==> src/rtl/mu_mem_access_ctrl_pkg.sv <==
// Shared definitions for the multicycle memory-access controller:
// address map, controller states and the latched access request.
package MU_my_pkg;

  localparam int DATA_WIDTH = 32;

  localparam logic [DATA_WIDTH-1:0] TEXT_BASE = 32'h0040_0000;
  localparam logic [DATA_WIDTH-1:0] DATA_BASE = 32'h1001_0000;
  localparam logic [DATA_WIDTH-1:0] RAM_BOUND = 32'h1000_0000;

  typedef enum logic [2:0] {
    IDLE  = 3'd0,
    WRITE = 3'd1,
    WAIT  = 3'd2,
    DONE  = 3'd3,
    ERR   = 3'd4
  } mu_state_e;

  typedef struct packed {
    logic [DATA_WIDTH-1:0] addr;
    logic                  we;
    logic                  instr;
    logic [DATA_WIDTH-1:0] wdata;
  } mu_acc_req_t;

endpackage

==> src/rtl/mu_addr_translate.sv <==
// Region check and MIPS virtual-to-memory-system word address translation.
// Purely combinational.
module mu_addr_translate #(
  parameter int                    DATA_WIDTH = MU_my_pkg::DATA_WIDTH,
  parameter logic [DATA_WIDTH-1:0] TEXT_BASE  = MU_my_pkg::TEXT_BASE,
  parameter logic [DATA_WIDTH-1:0] DATA_BASE  = MU_my_pkg::DATA_BASE,
  parameter logic [DATA_WIDTH-1:0] RAM_BOUND  = MU_my_pkg::RAM_BOUND
) (
  input  logic [DATA_WIDTH-1:0] addr,
  input  logic                  we,
  input  logic                  instr,
  output logic [DATA_WIDTH-1:0] xaddr,
  output logic                  err
);

  logic in_text;
  logic in_data;
  logic [DATA_WIDTH-1:0] text_off;
  logic [DATA_WIDTH-1:0] data_off;

  assign in_data  = (addr >= DATA_BASE);
  assign in_text  = (addr >= TEXT_BASE) && !in_data;
  assign text_off = addr - TEXT_BASE;
  assign data_off = addr - DATA_BASE;

  always_comb begin
    err = 1'b0;
    if (addr[1:0] != 2'b00)  err = 1'b1;
    if (addr < TEXT_BASE)    err = 1'b1;
    if (in_text && we)       err = 1'b1;
    if (in_data && instr)    err = 1'b1;
  end

  // RAM words sit above RAM_BOUND; ROM words start at zero.
  assign xaddr = in_data ? (RAM_BOUND + (data_off >> 2)) : (text_off >> 2);

endmodule

==> src/rtl/mu_mem_access_ctrl.sv <==
// Multicycle memory-access controller: accepts one fetch/load/store at a time,
// translates the address, waits the read latency and loads IR or MDR.
//
//   state | meaning
//   IDLE  | ready for a request
//   WRITE | store strobe to memory (one cycle)
//   WAIT  | counting read latency, capture on terminal count
//   DONE  | access complete, done pulse
//   ERR   | request rejected, done + err pulse
module mu_mem_access_ctrl #(
  parameter int                    DATA_WIDTH   = MU_my_pkg::DATA_WIDTH,
  parameter int                    READ_LATENCY = 1,
  parameter logic [DATA_WIDTH-1:0] TEXT_BASE    = MU_my_pkg::TEXT_BASE,
  parameter logic [DATA_WIDTH-1:0] DATA_BASE    = MU_my_pkg::DATA_BASE,
  parameter logic [DATA_WIDTH-1:0] RAM_BOUND    = MU_my_pkg::RAM_BOUND
) (
  input  logic                  clk,
  input  logic                  rst_n,
  input  logic                  req_valid_i,
  output logic                  req_ready_o,
  input  logic                  req_we_i,
  input  logic                  req_instr_i,
  input  logic [DATA_WIDTH-1:0] pc_i,
  input  logic [DATA_WIDTH-1:0] alu_addr_i,
  input  logic [DATA_WIDTH-1:0] wdata_i,
  input  logic [DATA_WIDTH-1:0] mem_rdata_i,
  output logic [DATA_WIDTH-1:0] mem_addr_o,
  output logic [DATA_WIDTH-1:0] mem_wdata_o,
  output logic                  mem_we_o,
  output logic [DATA_WIDTH-1:0] ir_o,
  output logic [DATA_WIDTH-1:0] mdr_o,
  output logic                  done_o,
  output logic                  err_o
);

  import MU_my_pkg::*;

  mu_state_e             state_q, state_d;
  mu_acc_req_t           req_q;
  logic [1:0]            cnt_q;
  logic [DATA_WIDTH-1:0] ir_q, mdr_q;
  logic [DATA_WIDTH-1:0] sel_addr;
  logic [DATA_WIDTH-1:0] xaddr;
  logic                  xerr;
  logic                  accept;
  logic                  capture;

  assign sel_addr = req_instr_i ? pc_i : alu_addr_i;

  mu_addr_translate #(
    .DATA_WIDTH (DATA_WIDTH),
    .TEXT_BASE  (TEXT_BASE),
    .DATA_BASE  (DATA_BASE),
    .RAM_BOUND  (RAM_BOUND)
  ) u_xlate (
    .addr  (sel_addr),
    .we    (req_we_i),
    .instr (req_instr_i),
    .xaddr (xaddr),
    .err   (xerr)
  );

  always_comb begin
    state_d = state_q;
    accept  = 1'b0;
    capture = 1'b0;
    case (state_q)
      IDLE: begin
        if (req_valid_i) begin
          accept = 1'b1;
          if (xerr)          state_d = ERR;
          else if (req_we_i) state_d = WRITE;
          else               state_d = WAIT;
        end
      end
      WRITE: state_d = DONE;
      WAIT: begin
        if (cnt_q == 2'(READ_LATENCY)) begin
          capture = 1'b1;
          state_d = DONE;
        end
      end
      DONE:    state_d = IDLE;
      ERR:     state_d = IDLE;
      default: state_d = IDLE;
    endcase
  end

  // req_q.addr holds the translated word address, so it drives mem_addr_o directly.
  always_ff @(posedge clk) begin
    if (!rst_n) begin
      state_q <= IDLE;
      cnt_q   <= 2'd0;
      req_q   <= '0;
      ir_q    <= '0;
      mdr_q   <= '0;
    end else begin
      state_q <= state_d;
      cnt_q   <= (state_q == WAIT) ? cnt_q + 2'd1 : 2'd0;
      if (accept) begin
        req_q.addr  <= xaddr;
        req_q.we    <= req_we_i;
        req_q.instr <= req_instr_i;
        if (!xerr && req_we_i) req_q.wdata <= wdata_i;
      end
      if (capture) begin
        if (req_q.instr) ir_q  <= mem_rdata_i;
        else             mdr_q <= mem_rdata_i;
      end
    end
  end

  assign req_ready_o = (state_q == IDLE);
  assign mem_we_o    = (state_q == WRITE) && req_q.we;
  assign mem_addr_o  = req_q.addr;
  assign mem_wdata_o = req_q.wdata;
  assign done_o      = (state_q == DONE) || (state_q == ERR);
  assign err_o       = (state_q == ERR);
  assign ir_o        = ir_q;
  assign mdr_o       = mdr_q;

endmodule

==> config.mk <==
export PLATFORM = sky130hd
export DESIGN_NAME = mu_mem_access_ctrl
export DESIGN_NICKNAME = d
export VERILOG_FILES = /design/src/rtl/mu_mem_access_ctrl_pkg.sv /design/src/rtl/mu_addr_translate.sv /design/src/rtl/mu_mem_access_ctrl.sv
export SDC_FILE = /design/constraint.sdc
export NUM_CORES = 1
export LEC_CHECK = 0
export BUFFER_PORTS_ARGS = -buffer_cell sky130_fd_sc_hd__buf_2
export CAP_MARGIN = 20
export CORE_ASPECT_RATIO = 1.75
export CORE_MARGIN = 2
export CORE_UTILIZATION = 50
export DETAILED_ROUTE_END_ITERATION = 6
export GPL_ROUTABILITY_DRIVEN = 0
export PLACE_DENSITY = 0.8
export SLEW_MARGIN = 0
export SYNTH_ARGS = -nofsm -noshare
export SYNTH_HDL_FRONTEND = slang
export SYNTH_HIERARCHICAL = 1
export SYNTH_SLANG_ARGS = --single-unit
==> constraint.sdc <==
create_clock -name clk -period 6.8 [get_ports clk]
set_clock_uncertainty 0.1 [all_clocks]
set_input_delay 0.68 -clock clk [delete_from_list [all_inputs] [get_ports clk]]
set_output_delay 0.68 -clock clk [all_outputs]
set_load 0.01 [all_outputs]
== Word level (Yosys, flattened, before mapping) ==
Index checks and enable logic that the tools add are counted.

* Flip-flop bits (word level): 135
* Word-level logic and storage cells: 53

* $add $sub $neg: 4
* $lt $le $gt $ge: 3
* Equal/unequal tests: 7
* Muxes and demuxes: 15
* Bitwise gates (word level): 1
* Reductions and logical operators: 15

{| class="wikitable"
|+ Operator list
! cell !! number
|-
| $mux W32 || 2
|-
| $ge A32 B23 Y1 const B || 1
|-
| $ge A32 B29 Y1 const B || 1
|-
| $lt A32 B23 Y1 const B || 1
|-
| $sub A32 B23 Y32 const B || 1
|-
| $sub A32 B29 Y32 const B || 1
|-
| $add A29 B30 Y31 const A || 1
|-
| $reduce_and A2 Y1 || 5
|-
| $mux W3 || 3
|-
| $pmux W3 S3 || 1
|-
| $mux W1 || 8
|-
| $eq A3 B2 Y1 const B || 2
|-
| $logic_and A1 B1 Y1 || 5
|-
| $ne A2 B2 Y1 const B || 2
|-
| $eq A3 B1 Y1 const B || 1
|-
| $eq A3 B3 Y1 const B || 1
|-
| $logic_not A3 Y1 || 1
|-
| $add A2 B1 Y2 const B || 1
|-
| $eq A2 B1 Y1 const B || 1
|-
| $logic_not A1 Y1 || 2
|-
| $mux W2 || 1
|-
| $reduce_bool A2 Y1 || 1
|-
| $logic_or A1 B1 Y1 || 1
|-
| $not A1 Y1 || 1
|}

== Logic depth before layout (Yosys ltp) ==
* Depth in word-level cells: 10
* Gate-level depth with buffers: 16

== By module ==
Netlist, hierarchy kept.

{| class="wikitable"
|+ Modules (own cells, without submodules)
! module !! instances !! cells each !! area each (µm²) !! seq. area each (µm²)
|-
| mu_mem_access_ctrl || 1 || 663 || 6058.3 || 2702.6
|-
| mu_addr_translate || 1 || 104 || 706.9 || 0.0
|}

== Least setup slack after synthesis ==
OpenSTA, ideal clock, no wires.

* Kind: input to register
* From: input req_instr_i
* To: register req_q, in the netlist mem_wdata_o[10]
* Arrival: 3.778 ns
* Required time: 6.628 ns
* Path slack: 2.851 ns
* Cell stages on the path: 16
* Path buffers: 5
* Cell sequence: clkbuf_1 > buf_2 > mux2_2 > inv_1 > ha_1 > nor4bb_1 > nand3_1 > o211ai_2 > buf_4 > nand2_1 > a211o_1 > and3b_1 > and2_1 > buf_4 > buf_6 > mux2i_1

* Word-level cells in the longest chain between the ends: 10

{| class="wikitable"
|+ Ends and longest elaborated chain
! element !! line !! source
|-
| from (decl) || mu_mem_access_ctrl.sv:22 || <nowiki>input logic req_instr_i,</nowiki>
|-
| $mux W32 (*) || mu_mem_access_ctrl.sv:48 || <nowiki>assign sel_addr = req_instr_i ? pc_i : alu_addr_i;</nowiki>
|-
| named net sel_addr[22] || mu_mem_access_ctrl.sv:42 || <nowiki>logic [DATA_WIDTH-1:0] sel_addr;</nowiki>
|-
| $ge A32 B29 Y1 || mu_addr_translate.sv:21 || <nowiki>assign in_data = (addr >= DATA_BASE);</nowiki>
|-
| $logic_not A1 Y1 || mu_addr_translate.sv:22 || <nowiki>assign in_text = (addr >= TEXT_BASE) && !in_data;</nowiki>
|-
| $logic_and A1 B1 Y1 || mu_addr_translate.sv:22 ||
|-
| $logic_and A1 B1 Y1 || mu_addr_translate.sv:30 || <nowiki>if (in_text && we) err = 1'b1;</nowiki>
|-
| $mux W1 || mu_addr_translate.sv:30 ||
|-
| $mux W1 (*) || mu_addr_translate.sv:31 || <nowiki>if (in_data && instr) err = 1'b1;</nowiki>
|-
| named net xerr || mu_mem_access_ctrl.sv:44 || <nowiki>logic xerr;</nowiki>
|-
| $logic_not A1 Y1 (*) || mu_mem_access_ctrl.sv:104 || <nowiki>if (!xerr && req_we_i) req_q.wdata <= wdata_i;</nowiki>
|-
| $logic_and A1 B1 Y1 (*) || mu_mem_access_ctrl.sv:104 ||
|-
| $reduce_and A2 Y1 (no source line) (*) || -- ||
|-
| to (decl) || mu_mem_access_ctrl.sv:39 || <nowiki>mu_acc_req_t req_q;</nowiki>
|}

The timed path passes the listed nets; every way through them passes the cells marked *.
A chain may end at the register's enable or synchronous reset.

== Worst setup path after layout ==
* From: input req_instr_i
* To: register req_q, in the netlist mem_wdata_o[28]

Same word-level chain as after synthesis.

==> impl_metrics.csv <==
group,metric,value,unit
power,peakVddDrop,163,µV
grt,grt_start_max_net_pins,148,
power,power_switching,0.482,mW
sta,hold_violations,0,
clock_tree,postCtsSetupBuffers,0,
floorplanning,rows,56,
clock_tree,clkLatencyLatePin,390,ps
floorplanning,die_y,158,µm
place,place_ws,1590,ps
critical_path,crit_arrival,5030,ps
critical_path,critPathMaxFanout,34,
power,p_clk_share,49.2,%
floorplanning,start_util,50.8,%
synth,synth-main-ff-cell,"dfxtp_1",
critical_path,path_buf_inv,2,
power,combPwrFrac,10.3,%
cells_and_area,synthToLayoutAreaGrowth,19.6,%
sta,slew_headroom,33.1,%
critical_path,critPathMaxStageDelay,790,ps
cells_and_area,finalNetCount,1062,
synth,yosysTopAreaCell,"dfxtp_1",
power,sw_frac_of_total,23.6,%
routing,drt-vias-per-instance,4.98,
run,maxCapViolations,0,
critical_path,worstSetupStartpointType,"input pin",
synth,synth.distinct_cells,44,
cells_and_area,drive_gt1_share,36.2,%
power,leakagePower,3.83,nW
synth,ys_seq_elements,135,
min_path,hold_path.class,"register to register",
synth,async_flop_share,0,%
grt,grt_first_pass_wirelength,25.3,mm
sta,rsz0062_at_grt,"false",
critical_path,crit_chain,"buf_2 -> mux2_2 -> inv_1 -> ha_1 -> nor4bb_1 -> nand3_1 -> o211ai_2 -> nand2_1 -> a211o_1 -> and3b_1 -> and2_2 -> mux2i_1",
synth,yosys-top-cells-area,"dfxtp_1, mux2i_1, nand2_1, buf_4, mux2_2",
critical_path,rr_worst_depth,4,
synth,synth_edf_count,0,
grt,grtUsageTotal,21.5,%
place,numPortBuffers,264,
critical_path,crit_slowest_cell,"and2_2",
synth,postSynthAreaPerCell,8.82,µm²
routing,dr.pass1.iters,5,
power,powerDensity,252,nW/µm²
synth,synthCells,767,
clock_tree,hold_buffers,0,
routing,ant_nets,0,
clock_tree,cts.htree.levels,4,
routing,drtIter0Drc,173,
synth,ys_warn_count,6,
clock_tree,clkTransAtPathRegs,60,ps
sta,drv_slew,0,
grt,first_global_vias,5355,
clock_tree,cts_buffers,17,
sta,finalCritPeriodShare,70.7,%
floorplanning,ios,265,
sta,setup_viol,0,
clock_tree,root_buffer,"clkbuf_16",
critical_path,crit_path_end_kind,"register",
routing,num_vias,5538,
routing,routed_wl,15.9,mm
run_status,status,"finished, final reports clean",
synth,synth_area,6770,µm²
sta,tightest_slew,1000,ps
sta,fin_setup_tns,0,ps
floorplanning,core_area,13300,µm²
clock_tree,cts_tree,"yes",
clock_tree,cts-resized-gates,0,
sta,worst_slack,1990,ps
synth,synth_top_area_share,39.9,%
critical_path,criticalPathCategory,"input pin to register",
min_path,min_path_cells,1,
floorplanning,die_w,91.9,µm
critical_path,crit_required,7020,ps
synth,synth_seq_area_share,39.9,%
place,dpl.hpwl,11.6,mm
sta,fin_crit,4810,ps
power,intPower,1.56,mW
routing,drc,0,
synth,synth_fp_nets,905,
clock_tree,cts.sinks,135,
power,seqPwrFrac,40.5,%
critical_path,crit_cells,12,
sta,hold_slack,322,ps
sta,max_freq,208,MHz
clock_tree,clock_path_buffers,2,
floorplanning,dieArea,14500,µm²
grt,antenna_found_initial,1,
grt,grt.overflow.total,0,
critical_path,cp_top_family,"simple AND/OR/NAND/NOR gates",
routing,wire_per_inst,14.3,µm
state kept, by name, indices dropped and copies added, names as in the netlist:
register and flops:
state_q 3, mdr_o 32, mem_wdata_o 32, ir_o 32, req_q 2, mem_addr_o 32
cnt_q 2
metrics by stage:
step | utilization, % | cell area [µm²] | instances | power [mW]
after floorplan | - | 6770 | 767 | 1.01
after global placement | 55.9 | 7440 | 1079 | 1.05
after detailed placement | 55.9 | 7440 | 1079 | 1.05
after CTS | 60.8 | 8090 | 1110 | 2.07
after global routing | 60.8 | 8090 | 1111 | 2.12
final | 60.8 | 8090 | 1111 | 2.04
final timing paths:
| kind | slack [ps] | start | end |
|---|---|---|---|
| worst min register to register | 320 | cnt_q[0]$_SDFF_PN0_ | cnt_q[0]$_SDFF_PN0_ |
| worst max register to register | 4410 | state_q[1]$_SDFFE_PN0P_ | mdr_o[27]$_SDFFE_PN0P_ |
| worst min-delay path | 320 | cnt_q[0]$_SDFF_PN0_ | cnt_q[0]$_SDFF_PN0_ |
| worst max-delay path | 1990 | req_instr_i | mem_wdata_o[28]$_SDFFE_PN0P_ |
cells by family (layout without fill, tap and decap cells):
group                      after synthesis  after routing  share of synthesized area (%)
and+or+nand+nor                        289            289                           19.2
buffers and inverters                  138            307                           13.8
DFF                                    135            135                           39.9
muxes                                  130            130                           19.8
AOI/OAI and AO/OA                       57             57                           4.77
xor gates and xnor gates                12             12                           1.55
adders and majority gates                5              5                          0.925
other                                    1              2                         0.0554
area by class of cell:
class | count | area (µm²)
inverters | 8 | 30.0
fillers | 1205 | 5220
clock buffers | 18 | 429
flip-flops and latches | 135 | 2700
well taps | 174 | 218
multi-input cells | 494 | 3130
repair buffers | 268 | 1360
clock inverters | 13 | 220
diodes | 1 | 2.50
Yosys cell counts (3+ instances only):
library cell and instances:
a21oi_1 6, ha_1 5, nand4_1 3, buf_6 6, and3_1 3, and2_1 3
xnor2_1 9, inv_1 8, clkbuf_1 24, nor4_1 3, nor2_1 14, nor3b_1 3
buf_2 9, mux2_2 32, o21ai_0 41, nand3_1 41, buf_4 86, mux2i_1 98
dfxtp_1 135, nand2_1 201, nor3_1 5, buf_8 3, xor2_1 3
routing by layer:
metal,vias to the layer above,part of all wire (%),GRT usage (%)
met5,-,0,0
met4,0,4.2,12.1
met3,41,5.1,4.76
met2,181,52,38.3
met1,2521,38,23.5
li1,2795,-,-
power by group through the flow:
stage	sequential, mW	combinational (mW)	clock [mW]
finish	0.827	0.211	1.01
global route	0.829	0.234	1.06
CTS	0.826	0.211	1.03
detailed placement	0.844	0.210	0
global placement	0.843	0.208	0
floorplan	0.839	0.171	0
layout by cell type, fill, tap and decap left out, types with 2 or more instances in the layout:
master	instances
a21oi_1	6
and2_1	2
and3_1	3
buf_2	263
buf_4	4
bufinv_16	5
clkbuf_16	17
clkinv_4	2
clkinvlp_4	2
dfxtp_1	135
ha_1	5
inv_1	8
inv_6	3
mux2_2	32
mux2i_1	98
nand2_1	201
nand3_1	41
nand4_1	3
nor2_1	14
nor3_1	5
nor3b_1	3
nor4_1	3
nor4_4	2
nor4bb_1	2
o21ai_0	41
o21bai_1	2
o31ai_1	2
xnor2_1	9
xor2_1	3
Power figures use the tool's default switching activity.
